$ cat config.mk
export PLATFORM = sky130hd
export DESIGN_NAME = rev_cnot_bist
export DESIGN_NICKNAME = d
export VERILOG_FILES = /design/src/rtl/rev_cnot_bist.sv
export SDC_FILE = /design/constraint.sdc
export NUM_CORES = 1
export LEC_CHECK = 0
export CORE_MARGIN = 2
export CORE_UTILIZATION = 50
export CTS_CLUSTER_SIZE = 25
export DETAILED_ROUTE_END_ITERATION = 6
export GPL_ROUTABILITY_DRIVEN = 0
export GPL_TIMING_DRIVEN = 0
export PLACE_DENSITY_LB_ADDON = 0.12
export SLEW_MARGIN = 0
export SYNTH_ARGS = -nofsm -noshare
export SYNTH_HDL_FRONTEND = slang
export SYNTH_SLANG_ARGS = --single-unit
$ cat constraint.sdc
create_clock -name clk -period 6.45 [get_ports clk]
set_clock_uncertainty 0.2 [all_clocks]
set_input_delay 0.9675 -clock clk [delete_from_list [all_inputs] [get_ports clk]]
set_output_delay 0.9675 -clock clk [all_outputs]
set_load 0.03 [all_outputs]
$ cat src/rtl/rev_cnot_bist.sv
// rev_cnot_bist: exhaustive self-test of a CNOT ladder and its prefix-XOR inverse.
// Every WIDTH-bit vector is pushed through forward then inverse stages and compared with itself.
`default_nettype none

module rev_cnot_bist #(
  parameter int WIDTH = 4
) (
  input  logic             clk,
  input  logic             rst,
  input  logic             start,
  input  logic [WIDTH-1:0] inj_mask,
  output logic             busy,
  output logic             done,
  output logic             pass,
  output logic [WIDTH:0]   err_count,
  output logic             first_err_vld,
  output logic [WIDTH-1:0] first_err_vec,
  output logic [WIDTH-1:0] fwd_out
);

  typedef enum logic [1:0] {
    S_IDLE  = 2'd0,
    S_RUN   = 2'd1,
    S_DRAIN = 2'd2,
    S_DONE  = 2'd3
  } state_t;

  state_t           state_q;
  logic [WIDTH-1:0] cnt_q;
  logic [1:0]       drain_q;
  logic             busy_q, done_q, pass_q;
  logic [WIDTH:0]   err_q;
  logic             first_vld_q;
  logic [WIDTH-1:0] first_vec_q;

  logic             valid0_q, valid1_q, valid2_q;
  logic [WIDTH-1:0] v_q, v_d1_q, v_d2_q;
  logic [WIDTH-1:0] fwd_q, fwd_d;
  logic [WIDTH-1:0] r_q, r_d;
  logic [WIDTH-1:0] low_mask;
  logic             mismatch;
  logic [WIDTH:0]   err_d;

  assign fwd_d = v_q ^ {v_q[WIDTH-2:0], 1'b0};

  // The injection mask acts on the live S1 output, so it is applied after the register.
  assign fwd_out = fwd_q ^ inj_mask;

  always_comb begin
    low_mask = '0;
    r_d      = '0;
    for (int i = 0; i < WIDTH; i++) begin
      low_mask[i] = 1'b1;
      r_d[i]      = ^(fwd_out & low_mask);
    end
  end

  assign mismatch = valid2_q && (r_q != v_d2_q);
  assign err_d    = err_q + {{WIDTH{1'b0}}, mismatch};

  always_ff @(posedge clk or posedge rst) begin
    if (rst) begin
      valid1_q <= 1'b0;
      valid2_q <= 1'b0;
      v_d1_q   <= '0;
      v_d2_q   <= '0;
      fwd_q    <= '0;
      r_q      <= '0;
    end else begin
      valid1_q <= valid0_q;
      valid2_q <= valid1_q;
      v_d1_q   <= v_q;
      v_d2_q   <= v_d1_q;
      fwd_q    <= fwd_d;
      r_q      <= r_d;
    end
  end

  always_ff @(posedge clk or posedge rst) begin
    if (rst) begin
      state_q     <= S_IDLE;
      cnt_q       <= '0;
      drain_q     <= '0;
      busy_q      <= 1'b0;
      done_q      <= 1'b0;
      pass_q      <= 1'b0;
      err_q       <= '0;
      first_vld_q <= 1'b0;
      first_vec_q <= '0;
      valid0_q    <= 1'b0;
      v_q         <= '0;
    end else begin
      done_q <= 1'b0;
      if (mismatch) begin
        err_q <= err_d;
        if (!first_vld_q) begin
          first_vld_q <= 1'b1;
          first_vec_q <= v_d2_q;
        end
      end
      case (state_q)
        S_IDLE: begin
          busy_q <= 1'b0;
          if (start) begin
            state_q     <= S_RUN;
            busy_q      <= 1'b1;
            cnt_q       <= '0;
            err_q       <= '0;
            first_vld_q <= 1'b0;
            first_vec_q <= '0;
            pass_q      <= 1'b0;
          end
        end
        S_RUN: begin
          v_q      <= cnt_q;
          valid0_q <= 1'b1;
          cnt_q    <= cnt_q + 1'b1;
          if (cnt_q == {WIDTH{1'b1}}) begin
            state_q <= S_DRAIN;
            drain_q <= '0;
          end
        end
        S_DRAIN: begin
          valid0_q <= 1'b0;
          drain_q  <= drain_q + 2'd1;
          // Third drain edge also retires the last compare, so pass uses err_d.
          if (drain_q == 2'd2) begin
            state_q <= S_DONE;
            busy_q  <= 1'b0;
            done_q  <= 1'b1;
            pass_q  <= (err_d == '0);
          end
        end
        default: begin
          state_q <= S_IDLE;
        end
      endcase
    end
  end

  assign busy          = busy_q;
  assign done          = done_q;
  assign pass          = pass_q;
  assign err_count     = err_q;
  assign first_err_vld = first_vld_q;
  assign first_err_vec = first_vec_q;

endmodule

`default_nettype wire

# Yosys cells after proc, flatten, opt, wreduce, memory -nomap -nowiden
# Index checks and enable logic that the tools add are counted.
dict set report word_totals {
  in_bits 7
  register_bits 44
}
dict set report classes {
  n_addsub 3
  mux 27
  reduce_logical 15
  bitwise 2
  eq_ne 8
}
# op n
set ops {}
lappend ops {{$mux W4} 5}
lappend ops {{$reduce_xor A4 Y1} 4}
lappend ops {{$mux W5} 3}
lappend ops {{$mux W1} 9}
lappend ops {{$mux W2} 4}
lappend ops {{$pmux W4 S2} 1}
lappend ops {{$xor A4 B4 Y4} 2}
lappend ops {{$ne A2 B2 Y1 const B} 3}
lappend ops {{$pmux W1 S2} 3}
lappend ops {{$pmux W2 S3} 1}
lappend ops {{$reduce_and A2 Y1} 3}
lappend ops {{$reduce_and A3 Y1} 2}
lappend ops {{$reduce_bool A2 Y1} 3}
lappend ops {{$add A5 B1 Y5} 1}
lappend ops {{$logic_not A5 Y1} 1}
lappend ops {{$add A4 B1 Y4 const B} 1}
lappend ops {{$eq A2 B2 Y1 const B} 2}
lappend ops {{$eq A4 B4 Y1 const B} 1}
lappend ops {{$ne A4 B4 Y1} 1}
lappend ops {{$pmux W2 S2} 1}
lappend ops {{$add A2 B1 Y2 const B} 1}
lappend ops {{$eq A2 B1 Y1 const B} 1}
lappend ops {{$logic_not A2 Y1} 1}
lappend ops {{$logic_and A1 B1 Y1} 1}

# Longest topological paths before layout
# Gate-level depths: netlist of run 1.
dict set report logic_depth {
  ltp_word 6
  mapped_depth 8
  depth_no_buf 7
}

# Worst setup path after synthesis of run 1
# Ideal clock, no wire load.
dict set report synth_path {
  kind {input port to output port}
  start {input inj_mask[2]}
  end {output fwd_out[2]}
  t_required_ns 5.282
  arrival_ns 1.577
  stages 1
  path_buffers 0
  setup_slack_ns 3.705
  cell_sequence {xor2_1}
}
dict set report synth_between {
  elab_chain_cells 1
}
# item line_no
set synth_rtl {}
lappend synth_rtl {{from (decl)} 11} ;# input logic [WIDTH-1:0] inj_mask,
lappend synth_rtl {{$xor A4 B4 Y4} 47} ;# assign fwd_out = fwd_q ^ inj_mask;
lappend synth_rtl {{to (decl)} 18} ;# output logic [WIDTH-1:0] fwd_out
# No other way between the ends.

# Worst setup path after layout of run 1
dict set report layout_path {
  start {input inj_mask[0]}
  end {output fwd_out[0]}
}
# The elaborated chain is that of the path after synthesis.

==> results.toml, run 1 <==
[detailed_routing]
wl_met1_um = 1300
wl_met2_um = 1610
drt-initial-drc-count = 54
wl_per_cell_um = 12.9
drt_wl_total_um = 3090
via_per_inst = 5.12
ant_nets = 0
via_count = 1224
top_layer = "met4"
dr.pass1.iters = 4
dr_wl_met3_um = 150
drc = 0

[clock_tree]
cts-resized-gates = 0
cts_tree = "built"
clockBufferDepth = 2
clk-insertion-delay-late_ns = 0.29
cts.sinks = 43
cts_inserted_buffers = 5
htreeDepth = 2
ctsRootBufferMaster = "clkbuf_8"
post-cts-setup-buffer-count = 0
path_clk_slew_ns = 0.08
cts_hold_buf = 0

[die]
core_sq_um = 3660
start_util_pct = 52.0
ioPinCount = 24
core.rowCount = 22
die_y_um = 65.7
die_x_um = 65.7
die-area_sq_um = 4320

[logic_synthesis]
netlist_instances = 160
synth_nets = 175
yosys.area.top_type = "dfrtp_1"
syn-cell-area_sq_um = 1900
seq_area_frac_synth_pct = 56.5
synth.area.top_cells = "dfrtp_1 57%, xor2_1 5.5%, ha_1 5.3%"
ys_warn_count = 0
avgSynthCellArea_sq_um = 11.9
synth_cell_types = 34
netlist.area_leader.share_pct = 56.5
ys_ff_latch = 43

[global_route]
antenna_found_initial = 0
grt_pass1_vias = 1210
grt_usage_pct = 16.6
grt_max_degree = 44
grt_pass1_wl_um = 5300
grt-ovfl-total = 0

[sta]
slew_headroom_pct = 42.8
setup-tns-final_ns = 0
slew_violations = 0
fin_crit_sh_pct = 57.4
max_freq_mhz = 270
worst_pin_slew_ns = 0.857
finalSetupViolCount = 0
min_period_ns = 3.70
final_hold_viol_count = 0
rsz0062_at_grt = "false"

[worst_setup_path]
required_ns = 5.28
critPathKind = "in -> out"
cp.arrival_ns = 2.53
r2r-start = "v_d2_q[2]"
endpoint_kind = "output port"
startpoint_type = "input port"
crit_start = "inj_mask[0]"
cp_max_fo = 3

[placement]
portBuffers = 23
postPlaceCellArea_sq_um = 2190
dp.final_hpwl_um = 2230

[finish]
stdcell_area_sq_um = 2320
final_common_cell = "dfrtp_1"
syn_to_final_growth_pct = 21.6
final_cell_mix = "43 x dfrtp_1, 23 x clkdlybuf4s50_1, 21 x nand2_1"
n_antenna_cell = 0
layout-drive-gt1-share_pct = 12.6
fin_nets = 205

[run_status]
status = "completed"

[flow_run]
cap_violations = 0

[pwr]
p_leak_uw = 0.00112
power-per-cell-area_nw_per_um2 = 523
peakVddDrop_uv = 204

[min_path]
hold_class = "reg -> reg"
hold_path_startpoint = "valid1_q"
==> sequential cells by signal, summed over array words and instances, names as in the netlist <==
name,flops
done,1
r_q,4
v_d1_q,3
v_d2_q,4
state_q,2
valid1_q,1
first_err_vld,1
err_count,5
drain_q,2
v_q,4
pass,1
valid2_q,1
busy,1
valid0_q,1
cnt_q,4
fwd_q,4
first_err_vec,4
==> power by group <==
group | switching [uW] | internal [uW]
clock | 89.9 | 127
sequential | 74.6 | 373
combinational | 293 | 254
==> cell type report <==
| type | count | area [sq um] |
|---|---|---|
| Timing Repair Buffer | 23 | 230 |
| Tap cell | 48 | 60.1 |
| Inverter | 7 | 26.3 |
| Fill cell | 283 | 1350 |
| Buffer | 6 | 42.5 |
| Sequential cell | 43 | 1080 |
| Clock inverter | 2 | 38.8 |
| Clock buffer | 6 | 82.6 |
| Multi-Input combinational cell | 104 | 759 |
==> Yosys cell counts (all sizes together) <==
| cell | count |
|---|---|
| nor3 | 1 |
| a211o | 1 |
| nand4 | 4 |
| o41a | 1 |
| mux2 | 8 |
| nor4 | 1 |
| nand3 | 2 |
| nand2b | 4 |
| xor2 | 12 |
| and2 | 3 |
| o21ai | 11 |
| nand3b | 2 |
| a32o | 1 |
| nand2 | 21 |
| nor2b | 1 |
| and3 | 1 |
| o221ai | 1 |
| a31o | 1 |
| clkbuf | 2 |
| ha | 8 |
| o21a | 1 |
| dfrtp | 43 |
| o41ai | 1 |
| mux2i | 8 |
| inv | 7 |
| nor2 | 4 |
| xnor2 | 2 |
| a21oi | 3 |
| buf | 4 |
| a31oi | 1 |
==> final timing paths <==
check | endpoint | slack (ns) | cells past startpoint
worst max-delay path | fwd_out[0] | 2.75 | 4
worst min-delay path | valid2_q | 0.15 | 0
worst max register to register | pass | 3.85 | 8
worst min register to register | valid2_q | 0.15 | 0
max in group asynchronous | v_d2_q[3] | 4.54 | 2
min in group asynchronous | err_count[1] | 0.98 | 2
==> per-layer routing <==
metal  vias up  GRT usage, %
met5         -             0
met4         0          5.47
met3         4          5.65
met2        28          28.5
met1       589          19.2
li1        603             -
==> stage by stage <==
stage          hold WS (ns)  worst slack [ns]  total power (uW)  utilization (%)  instances
3_3_place_gp          0.135              2.78               978             59.9        231
4_1_cts               0.149              2.75              1230             63.3        239
6_report              0.148              2.75              1210             63.3        239
2_1_floorplan         0.131              3.71               840                -        160
5_1_grt               0.162              2.70              1300             63.3        239
3_5_place_dp          0.137              2.75              1000             59.9        231
==> critical path, cell delays in order <==
cell and delay [ns]:
clkdlybuf4s50_1 0.47, xor2_1 0.26, buf_4 0.16, clkdlybuf4s50_1 0.67
==> cells by family (layout without fill, tap and decap cells) <==
kind of cell	Yosys count	after routing	synth area share [%]
simple gates	44	44	11.5
flops	43	43	56.5
compound gates	22	22	7.36
mux	16	16	8.94
xor+xnor	14	14	6.83
buf+inv	13	44	3.61
fa+ha+maj	8	8	5.26
No activity file was read; power rests on OpenSTA's default activity.
==> run 2, diff against run 1 <==
CORE_UTILIZATION = 49   (was 50)
clock period = 3.2 ns   (was 6.45 ns; I/O delays follow)
==> results.toml, run 2 (synthesized netlist as in run 1, its figures left out) <==
[sta]
final_hold_viol_count = 0
rsz0062_at_grt = "false"
slew_violations = 0
worst_pin_slew_ns = 0.846
finalSetupViolCount = 0
setup-tns-final_ns = 0
min_period_ns = 2.76
fin_crit_sh_pct = 86.1
max_freq_mhz = 363
slew_headroom_pct = 43.5

[placement]
dp.final_hpwl_um = 2280
portBuffers = 23

[finish]
layout-drive-gt1-share_pct = 12.6
multi_input_area_sq_um = 759
fillCellCount = 297
seq_area_sq_um = 1080
fin_nets = 205
final_cell_mix = "43 x dfrtp_1, 23 x clkdlybuf4s50_1, 21 x nand2_1"
final_core_util_pct = 62.2
final_common_cell = "dfrtp_1"
n_antenna_cell = 0
largest_reg_flops = 5
syn_to_final_growth_pct = 20.4

[worst_setup_path]
r2r-end = "pass"
critPathKind = "in -> out"
cp_max_fo = 3
r2r-start = "v_d2_q[2]"
regToRegSetupSlack_ns = 0.67
cp.arrival_ns = 2.08
required_ns = 2.52
rr_worst_depth = 8
startpoint_type = "input port"
endpoint_kind = "output port"

[clock_tree]
cts_inserted_buffers = 5
clockBufferDepth = 2
clk-insertion-delay-late_ns = 0.29
post-cts-setup-buffer-count = 0
path_clk_slew_ns = 0.08
cts_tree = "built"
cts.sinks = 43
htreeDepth = 2
ctsRootBufferMaster = "clkbuf_8"
cts-resized-gates = 0
cts_hold_buf = 0

[pwr]
p_leak_uw = 0.00111
power-per-cell-area_nw_per_um2 = 1030
peakVddDrop_uv = 403

[detailed_routing]
drc = 0
via_count = 1211
via_per_inst = 5.07
drt-initial-drc-count = 55
ant_nets = 0
wl_per_cell_um = 12.7
drt_wl_total_um = 3030
dr.pass1.iters = 3

[die]
core_sq_um = 3690
die_x_um = 66.3
die_y_um = 66.3
core.rowCount = 22
ioPinCount = 24
die-area_sq_um = 4400
start_util_pct = 51.6

[global_route]
antenna_found_initial = 0
grt_max_degree = 44
grt_pass1_vias = 1256
grt-ovfl-total = 0
grt_usage_pct = 16.1
grt_pass1_wl_um = 5330

[run_status]
status = "completed"

[flow_run]
cap_violations = 0

[min_path]
hold_path_startpoint = "v_d1_q[3]"
hold_class = "reg -> reg"
hold_path_depth = 0
whs_endpoint = "v_d2_q[3]"
==> run 2: changes by cell type in the layout (fill, tap and decap cells not counted) <==
cell / delta
clkinvlp_4: +1
inv_6: -1
bufinv_16: -1
clkinv_4: +1
==> run 2: final cells by class <==
class                   instances  area share, %
plain buffers                   6           1.85
clock buffers                   6           3.60
clock inverters                 2          0.709
inverters                       7           1.15
multi-input cells             104           33.1
flip-flops and latches         43           46.9
well taps                      48           2.62
repair buffers                 23           10.0
==> run 2: worst max path at each step <==
| stage | slack [ns] | endpoint | start | depth (start not counted) |
|---|---|---|---|---|
| after floorplan | 0.83 | pass | r_q[2] | 8 |
| after global placement | 0.51 | fwd_out[0] | inj_mask[0] | 4 |
| after detailed placement | 0.40 | fwd_out[0] | inj_mask[0] | 4 |
| after CTS | 0.40 | fwd_out[0] | inj_mask[0] | 4 |
| after global routing | 0.40 | fwd_out[0] | inj_mask[0] | 4 |
| final | 0.44 | fwd_out[0] | inj_mask[0] | 4 |
==> run 2: routing by layer <==
metal	share of wire (%)	vias up	GRT usage, %
met3	2.6	4	3.07
li1	-	607	-
met2	53	16	29.6
met1	43	584	18.1
met5	0	-	0
met4	1.4	0	6.12
==> run 2: power breakdown <==
part           internal [uW]  switching [uW]  leakage, uW  total, uW
registers                752             145     0.000551        897
logic                    509             587     0.000507       1100
clock network            176             183    0.0000474        359
==> run 2: critical path: stages <==
cell and delay, ns:
clkdlybuf4s50_1 0.48, xor2_1 0.30, buf_4 0.17, clkdlybuf4s50_1 0.65
==> run 2: through the flow <==
stage	setup slack [ns]	area [sq um]	hold slack (ns)	std cells	total power [uW]
finish	0.444	2290	0.147	239	2350
global route	0.399	2290	0.155	239	2540
CTS	0.396	2290	0.152	239	2380
detailed placement	0.396	2190	0.136	231	2020
global placement	0.507	2190	0.135	231	1970
floorplan	0.828	1900	0.131	160	1690
